### config.mk
export PLATFORM = sky130hd
export DESIGN_NAME = axis_pixel_writer
export DESIGN_NICKNAME = d
export VERILOG_FILES = /design/src/rtl/axis_pixel_writer.sv
export SDC_FILE = /design/constraint.sdc
export NUM_CORES = 1
export LEC_CHECK = 0
export CAP_MARGIN = 25
export CORE_UTILIZATION = 56
export CTS_BUF_LIST = sky130_fd_sc_hd__clkbuf_2
export CTS_CLUSTER_SIZE = 20
export DETAILED_ROUTE_END_ITERATION = 7
export GPL_ROUTABILITY_DRIVEN = 0
export PLACE_DENSITY = 0.9
export SETUP_SLACK_MARGIN = 0.3
export SKIP_CTS_REPAIR_TIMING = 1
export SYNTH_ARGS = -nofsm -noshare
export SYNTH_HDL_FRONTEND = slang
export SYNTH_SLANG_ARGS = --single-unit
### constraint.sdc
create_clock -name clk -period 3.87 [get_ports clk]
set_clock_uncertainty 0.05 [all_clocks]
set_input_delay 0.774 -clock clk [delete_from_list [all_inputs] [get_ports clk]]
set_output_delay 0.774 -clock clk [all_outputs]
set_load 0.01 [all_outputs]
### src/rtl/axis_pixel_writer.sv
// rtl/axis_pixel_writer.sv - byte stream to framebuffer pixel writer with format unpack, 2x2 decimation and frame-length recovery
// Optional statistics counters are built when PIXEL_WRITER_STATS_EN is defined.
module axis_pixel_writer #(
   parameter int H_RES      = 640,
   parameter int V_RES      = 480,
   parameter int ADDR_W     = 19,
   parameter int CH_W       = 5,
   parameter int START_SYNC = 1
) (
   input  logic              clk,
   input  logic              RESET,
   input  logic [7:0]        TDATA,
   input  logic              TVALID,
   input  logic              TLAST,
   output logic              TREADY,
   input  logic [1:0]        mode,
   input  logic              decim,
   output logic [CH_W-1:0]   red,
   output logic [CH_W-1:0]   green,
   output logic [CH_W-1:0]   blue,
   output logic [ADDR_W-1:0] index,
   output logic              valid,
   input  logic              wr_ready,
   output logic              err_short,
   output logic              err_long,
   output logic [15:0]       frame_cnt,
   output logic [7:0]        err_cnt
);

   localparam int COL_W = (H_RES > 2) ? $clog2(H_RES) : 1;
   localparam int ROW_W = (V_RES > 2) ? $clog2(V_RES) : 1;

   localparam logic [1:0] S_SYNC  = 2'd0;
   localparam logic [1:0] S_BYTE0 = 2'd1;
   localparam logic [1:0] S_BYTE1 = 2'd2;
   localparam logic [1:0] S_RESET = (START_SYNC != 0) ? S_SYNC : S_BYTE0;

   logic [1:0]        state_q, state_d;
   logic [1:0]        mode_q, mode_d;
   logic              decim_q, decim_d;
   logic              frame_start_q, frame_start_d;
   logic [7:0]        byte0_q, byte0_d;
   logic [COL_W-1:0]  col_q, col_d;
   logic [ROW_W-1:0]  row_q, row_d;
   logic [ADDR_W-1:0] widx_q, widx_d;
   logic [ADDR_W-1:0] index_q, index_d;
   logic [CH_W-1:0]   red_q, red_d, green_q, green_d, blue_q, blue_d;
   logic              valid_q, valid_d;
   logic              err_short_q, err_short_d;
   logic              err_long_q, err_long_d;

   logic              accept, pix_done, clear_cnt, last_col, last_pix, write_ok;
   logic [1:0]        mode_eff;
   logic              decim_eff;
   logic [7:0]        b0, r8, g8, b8;

   assign TREADY   = ~RESET & (~valid_q | wr_ready);
   assign accept   = TVALID & TREADY;
   assign last_col = (col_q == COL_W'(H_RES - 1));
   assign last_pix = last_col && (row_q == ROW_W'(V_RES - 1));

   assign red       = red_q;
   assign green     = green_q;
   assign blue      = blue_q;
   assign index     = index_q;
   assign valid     = valid_q;
   assign err_short = err_short_q;
   assign err_long  = err_long_q;

   // Unpack the current pixel into 8-bit channels; format comes live from the inputs until the first byte of a frame latches it
   always_comb begin
      mode_eff  = frame_start_q ? mode  : mode_q;
      decim_eff = frame_start_q ? decim : decim_q;
      b0        = (state_q == S_BYTE1) ? byte0_q : TDATA;
      case (mode_eff)
         2'd0: begin
            r8 = {b0[7:3], b0[7:5]};
            g8 = {b0[2:0], TDATA[7:5], b0[2:1]};
            b8 = {TDATA[4:0], TDATA[4:2]};
         end
         2'd1: begin
            r8 = {b0[6:2], b0[6:4]};
            g8 = {b0[1:0], TDATA[7:5], b0[1:0], TDATA[7]};
            b8 = {TDATA[4:0], TDATA[4:2]};
         end
         default: begin
            r8 = TDATA;
            g8 = TDATA;
            b8 = TDATA;
         end
      endcase
   end

   assign write_ok = ~decim_eff | (~col_q[0] & ~row_q[0]);

`ifdef PIXEL_WRITER_STATS_EN
   logic        good_frame;
   logic [15:0] frame_cnt_q;
   logic [7:0]  err_cnt_q;
`endif

   // Byte sequencing, pixel completion, write strobe and frame-boundary recovery
   always_comb begin
      state_d       = state_q;
      mode_d        = mode_q;
      decim_d       = decim_q;
      frame_start_d = frame_start_q;
      byte0_d       = byte0_q;
      col_d         = col_q;
      row_d         = row_q;
      widx_d        = widx_q;
      index_d       = index_q;
      red_d         = red_q;
      green_d       = green_q;
      blue_d        = blue_q;
      valid_d       = valid_q & ~wr_ready;
      err_short_d   = 1'b0;
      err_long_d    = 1'b0;
      pix_done      = 1'b0;
      clear_cnt     = 1'b0;
`ifdef PIXEL_WRITER_STATS_EN
      good_frame    = 1'b0;
`endif

      if (accept) begin
         case (state_q)
            S_SYNC: begin
               if (TLAST) begin
                  state_d       = S_BYTE0;
                  frame_start_d = 1'b1;
               end
            end
            S_BYTE0: begin
               if (frame_start_q) begin
                  mode_d        = mode;
                  decim_d       = decim;
                  frame_start_d = 1'b0;
               end
               if (mode_eff[1]) begin
                  pix_done = 1'b1;
               end else if (TLAST) begin
                  // Frame ended halfway through a pixel: drop the half pixel
                  err_short_d   = 1'b1;
                  clear_cnt     = 1'b1;
                  frame_start_d = 1'b1;
               end else begin
                  byte0_d = TDATA;
                  state_d = S_BYTE1;
               end
            end
            S_BYTE1: begin
               pix_done = 1'b1;
            end
            default: begin
               state_d = S_RESET;
            end
         endcase
      end

      if (pix_done) begin
         state_d = S_BYTE0;
         if (write_ok) begin
            valid_d = 1'b1;
            red_d   = CH_W'(r8 >> (8 - CH_W));
            green_d = CH_W'(g8 >> (8 - CH_W));
            blue_d  = CH_W'(b8 >> (8 - CH_W));
            index_d = widx_q;
            widx_d  = widx_q + ADDR_W'(1);
         end
         if (last_pix) begin
            clear_cnt = 1'b1;
            if (TLAST) begin
               frame_start_d = 1'b1;
`ifdef PIXEL_WRITER_STATS_EN
               good_frame    = 1'b1;
`endif
            end else begin
               // Frame overran: resynchronise on the next TLAST
               err_long_d = 1'b1;
               state_d    = S_SYNC;
            end
         end else if (TLAST) begin
            err_short_d   = 1'b1;
            clear_cnt     = 1'b1;
            frame_start_d = 1'b1;
         end else if (last_col) begin
            col_d = '0;
            row_d = row_q + ROW_W'(1);
         end else begin
            col_d = col_q + COL_W'(1);
         end
      end

      if (clear_cnt) begin
         col_d  = '0;
         row_d  = '0;
         widx_d = '0;
      end
   end

   // State and output registers
   always_ff @(posedge clk or posedge RESET) begin
      if (RESET) begin
         state_q       <= S_RESET;
         mode_q        <= 2'd0;
         decim_q       <= 1'b0;
         frame_start_q <= 1'b1;
         byte0_q       <= 8'd0;
         col_q         <= '0;
         row_q         <= '0;
         widx_q        <= '0;
         index_q       <= '0;
         red_q         <= '0;
         green_q       <= '0;
         blue_q        <= '0;
         valid_q       <= 1'b0;
         err_short_q   <= 1'b0;
         err_long_q    <= 1'b0;
      end else begin
         state_q       <= state_d;
         mode_q        <= mode_d;
         decim_q       <= decim_d;
         frame_start_q <= frame_start_d;
         byte0_q       <= byte0_d;
         col_q         <= col_d;
         row_q         <= row_d;
         widx_q        <= widx_d;
         index_q       <= index_d;
         red_q         <= red_d;
         green_q       <= green_d;
         blue_q        <= blue_d;
         valid_q       <= valid_d;
         err_short_q   <= err_short_d;
         err_long_q    <= err_long_d;
      end
   end

`ifdef PIXEL_WRITER_STATS_EN
   // Good-frame counter (wrapping) and saturating error counter
   always_ff @(posedge clk or posedge RESET) begin
      if (RESET) begin
         frame_cnt_q <= 16'd0;
         err_cnt_q   <= 8'd0;
      end else begin
         if (good_frame) begin
            frame_cnt_q <= frame_cnt_q + 16'd1;
         end
         if ((err_short_d | err_long_d) && (err_cnt_q != 8'hFF)) begin
            err_cnt_q <= err_cnt_q + 8'd1;
         end
      end
   end

   assign frame_cnt = frame_cnt_q;
   assign err_cnt   = err_cnt_q;
`else
   assign frame_cnt = 16'd0;
   assign err_cnt   = 8'd0;
`endif

endmodule

After elaboration in Yosys (flattened, before gate mapping) --
Cells that the tools add are included. Widths: inputs -> output; s select.
Word-level totals: register bits 89, logic and storage cells 107, input port bits 16
Cells by class: reductions and logical operators 15, add/subtract/negate cells 3, bitwise operators 14, eq/ne operators 11, multiplexer cells 49
Operator list (count):
- $mux 19 | 3
- $mux 10 | 5
- $mux 9 | 5
- $pmux 8 s2 | 2
- $mux 1 | 23
- $add 19x1->19 const B | 1
- $mux 8 | 2
- $mux 2 | 6
- $add 10x1->10 const B | 1
- $eq 10x10->1 const B | 1
- $add 9x1->9 const B | 1
- $eq 9x9->1 const B | 1
- $ne 3x3->1 const B | 3
- $not 1->1 | 8
- $reduce_and 4->1 | 2
- $reduce_bool 2->1 | 4
- $pmux 2 s3 | 1
- $reduce_and 2->1 | 3
- $reduce_and 5->1 | 1
- $and 1x1->1 | 4
- $eq 2x1->1 const B | 2
- $logic_not 2->1 | 2
- $ne 2x2->1 const B | 2
- $pmux 1 s2 | 2
- other kinds (6) | 7

Logic depth before layout (Yosys ltp) --
word-level depth 10, gate-level depth with buffers 9, depth with buffers taken out 7

Worst setup path after synthesis --
Ideal clock, no wire load.
kind input to register, start input port decim, end register green_q[0], in the netlist green[0], library setup time 0.125 ns, arrival time 2.209 ns, cell stages on the path 7, slack 1.486 ns, data required time 3.695 ns, cell sequence mux2i_1 or2_2 clkbuf_1 and3_1 buf_2 buf_4 mux2_2
Between the ends: word-level cells in the longest chain between the ends 4
RTL lines:
- from (decl) | line 17 | input logic decim,
- $mux 1
- $not 1->1 | line 94 | assign write_ok = ~decim_eff | (~col_q[0] & ~row_q[0]);
- $or 1x1->1 | line 94
- $reduce_and 2->1 (no line)
- to (signal assigned) | line 230 | green_q <= green_d;
- to (decl) | line 47 | logic [CH_W-1:0] red_q, red_d, green_q, green_d, blue_q, blue_d;
No other way between the ends. A chain may end at the register's enable or synchronous reset.

Worst setup path after layout --
start register state_q[0], end register blue_q[0], in the netlist blue[0]
Between the ends: word-level cells in the longest chain between the ends 4
RTL lines:
- from (decl) | line 38 | logic [1:0] state_q, state_d;
- from (signal assigned) | line 220 | state_q <= state_d;
- $eq 2x2->1 or $eq 2x1->1 (tied branches) | line 126 | case (state_q)
- $pmux 1 s2 * | line 126
- $mux 1 * | line 125 | if (accept) begin
- $reduce_and 2->1 (no line) *
- to (signal assigned) | line 231 | blue_q <= blue_d;
- to (decl) | line 47
Mark *: on every way between the ends. The rest lies on a longest branch, timed or not.

==> results.tsv <==
metric	value	unit
ys_seq_area_share	46.5	%
cts_root_buf	clkbuf_2	
grt_max_degree	41	
cts_tree	yes	
r2r_start	state_q[0]$_DFFE_PP0P_	
vias	3801	
cp_data_arrival_time	3.37	ns
cts.reportedPaths.clkPinSlew	0.25	ns
end_kind	flip-flop	
fin_crit	2.90	ns
startpoint_type	flip-flop	
wl_per_cell	16.7	microns
dr.pass1.iters	5	
finalHoldViolCount	0	
dp.cells	616	
rr_worst_depth	8	
antenna_found_initial	0	
area.growth.synth_to_final	13.3	%
drc	0	
numCtsBuffers	9	
io_pins	78	
total_power	2.90	mW
worstPathRequired	4.34	ns
path_class	reg2reg	
min_from	row_q[8]$_DFFE_PP0P_	
dpl_worst_slack	0.753	ns
p_per_area	534	nW/um^2
drive_gt1_share	14.8	%
worstHoldEndpoint	row_q[8]$_DFFE_PP0P_	
hold_class	reg2reg	
die_y	94.5	microns
antenna_cells	0	
grtUsageTotal	24.9	%
core_area	8260	sq um
routed_wl	10500	microns
multiInputGateArea	2290	sq um
initial_core_util	58.0	%
maxCapViolations	0	
rows	33	
clockBufferDepth	2	
fin_crit_sh	75.0	%
dieWidth	94.5	microns
drtIter0Drc	299	
grt_overflow	0	
synth_cells	469	
outcome	completed	
path_cells	inv_1 -> ha_1 -> nand2_1 -> o21ai_4 -> and3_2 -> buf_4 -> nor2_1 -> a31oi_1	
cellLeakagePower	2.35	nW
worst_pin_slew	0.711	ns
cpMaxStageDelayCell	and3_2	
irDropWorstVdd	0.338	mV
max-slew-margin-rel	51.3	%
r2r_end	blue[0]$_DFFE_PP0P_	
synth_enable_flop_cells	0	
synthTopCellsByArea	dfrtp_1 46%, mux2_2 7.5%, buf_4 4.2%	
rsz0062_at_grt	no	
dpl_cell_area	5320	sq um
grt_pass1_wl	17100	microns
dieArea	8920	sq um
fin_tns_setup	0	ns
async_flop_share	100	%
critPathMaxStageDelay	0.72	ns
drv_slew	0	
fin_util	65.7	%
ys.warnings.count	0	
fmax	344	MHz
yosysUniqueCellTypes	57	
fin_ws	0.967	ns
vias_per_cell	6.01	
whs	0.455	ns
ant_nets	0	
regArea	2230	sq um
ys.flop_type	dfrtp_1	
portBuffers	53	
fin_cells	632	
dp_hpwl	7700	microns
synth_top_area_share	46.0	%
clkSinkCount	89	
ys_ff_latch	89	
stdcell_area	5420	sq um
first_global_vias	3664	
synth_area	4790	sq um
clk_latency	0.58	ns
critPathMaxFanout	33	
setup_viol	0	
synth_top_cell_by_area	dfrtp_1	
cts_htree_levels	3	
synth.avg_cell_area	10.2	sq um
hold_path_depth	1	
nNetsFinal	545	
nFillCells	615	
reg2reg_slack	0.97	ns
## how the worst max path moves through the flow
stage	from	to	slack, ns	cells after the start
CTS	wr_ready	TREADY	0.98	4
detailed placement	mode[1]	blue[0]$_DFFE_PP0P_	0.75	7
global route	state_q[0]$_DFFE_PP0P_	blue[1]$_DFFE_PP0P_	0.76	8
global placement	RESET	blue[1]$_DFFE_PP0P_	0.88	8
finish	state_q[0]$_DFFE_PP0P_	blue[0]$_DFFE_PP0P_	0.97	8
floorplan	RESET	blue[0]$_DFFE_PP0P_	0.74	1
## placed cells by master, fill, tap and decap left out, drive strengths merged, types with 3 or more instances in the layout
cell / synthesis / layout
dfrtp: 88 / 88
clkdlybuf4s50: 0 / 53
nand2: 49 / 49
nor2: 36 / 36
mux2: 32 / 32
a21oi: 27 / 27
conb: 1 / 24
o21ai: 21 / 21
nand3: 20 / 20
a31oi: 17 / 17
inv: 15 / 16
mux2i: 15 / 15
nand4: 11 / 11
buf: 39 / 11
clkbuf: 6 / 10
ha: 7 / 7
and3: 7 / 7
o31ai: 6 / 6
or4: 6 / 6
or3: 6 / 6
a22o: 5 / 5
mux4: 5 / 5
o211ai: 4 / 4
xnor2: 4 / 4
nand2b: 3 / 3
a21o: 3 / 3
a32o: 3 / 3
xor2: 3 / 3
nor3: 3 / 3
a2111oi: 3 / 3
clkinvlp: 0 / 3
o2111ai: 3 / 3
## report_power, final
group          internal (mW)  switching [mW]
registers               1.14           0.175
logic                  0.551           0.597
clock network         0.0942           0.336
## flip-flops by register name (all words and copies together), names as in the netlist
signal / flops
index: 19
widx_q: 19
col_q: 10
row_q: 9
byte0_q: 8
blue: 5
green: 5
red: 5
mode_q: 2
state_q: 2
decim_q: 1
err_long: 1
err_short: 1
frame_start_q: 1
valid: 1
## logic make-up after synthesis
logic type	Yosys count	synth area share, %
AOI/OAI and AO/OA	101	14.2
xor gates and xnor gates	7	1.28
adders and majority gates	7	1.83
buffers and inverters	60	7.50
DFF	89	46.5
muxes	52	13.0
other	1	0.0783
and+or+nand+nor	152	15.6
## synthesized netlist by cell type, drive strengths merged, types with 2 or more instances
cell / number
o2111ai: 3
xor2: 3
mux2i: 15
nor3: 3
a21o: 3
nand3: 20
xnor2: 4
mux2: 32
and3: 7
nor4: 2
nand2b: 3
or3: 6
dfrtp: 88
o211ai: 4
o21ai: 21
a22o: 5
ha: 7
o21a: 2
nand4: 11
clkbuf: 6
inv: 15
a21oi: 27
and2: 2
buf: 39
mux4: 5
nor2b: 2
a32o: 3
nand2: 49
nor2: 36
a211oi: 2
o31ai: 6
or2: 2
a2111oi: 3
a31oi: 17
or4: 6
## layout make-up
class / instances / area share [%]
Multi-Input combinational cell: 343 / 42.2
Sequential cell: 89 / 41.1
Timing Repair Buffer: 64 / 11.3
Tap cell: 105 / 2.42
Inverter: 15 / 1.06
Clock inverter: 6 / 0.946
Clock buffer: 10 / 0.923
## critical path: cells and delay by family, from the launching register on
family	cells	cell delay, ns
compound gates	2	0.33
fa+ha+maj	1	0.55
buf+inv	2	0.42
flops	1	0.47
simple gates	3	1.02
## metal layers
metal  part of all wire (%)  track usage (%)
met1                     43             33.4
met2                     49             39.2
met3                    5.4             4.59
met4                    2.7             11.7
met5                      0                0
Note: power is estimated with default switching activity, not from simulation.
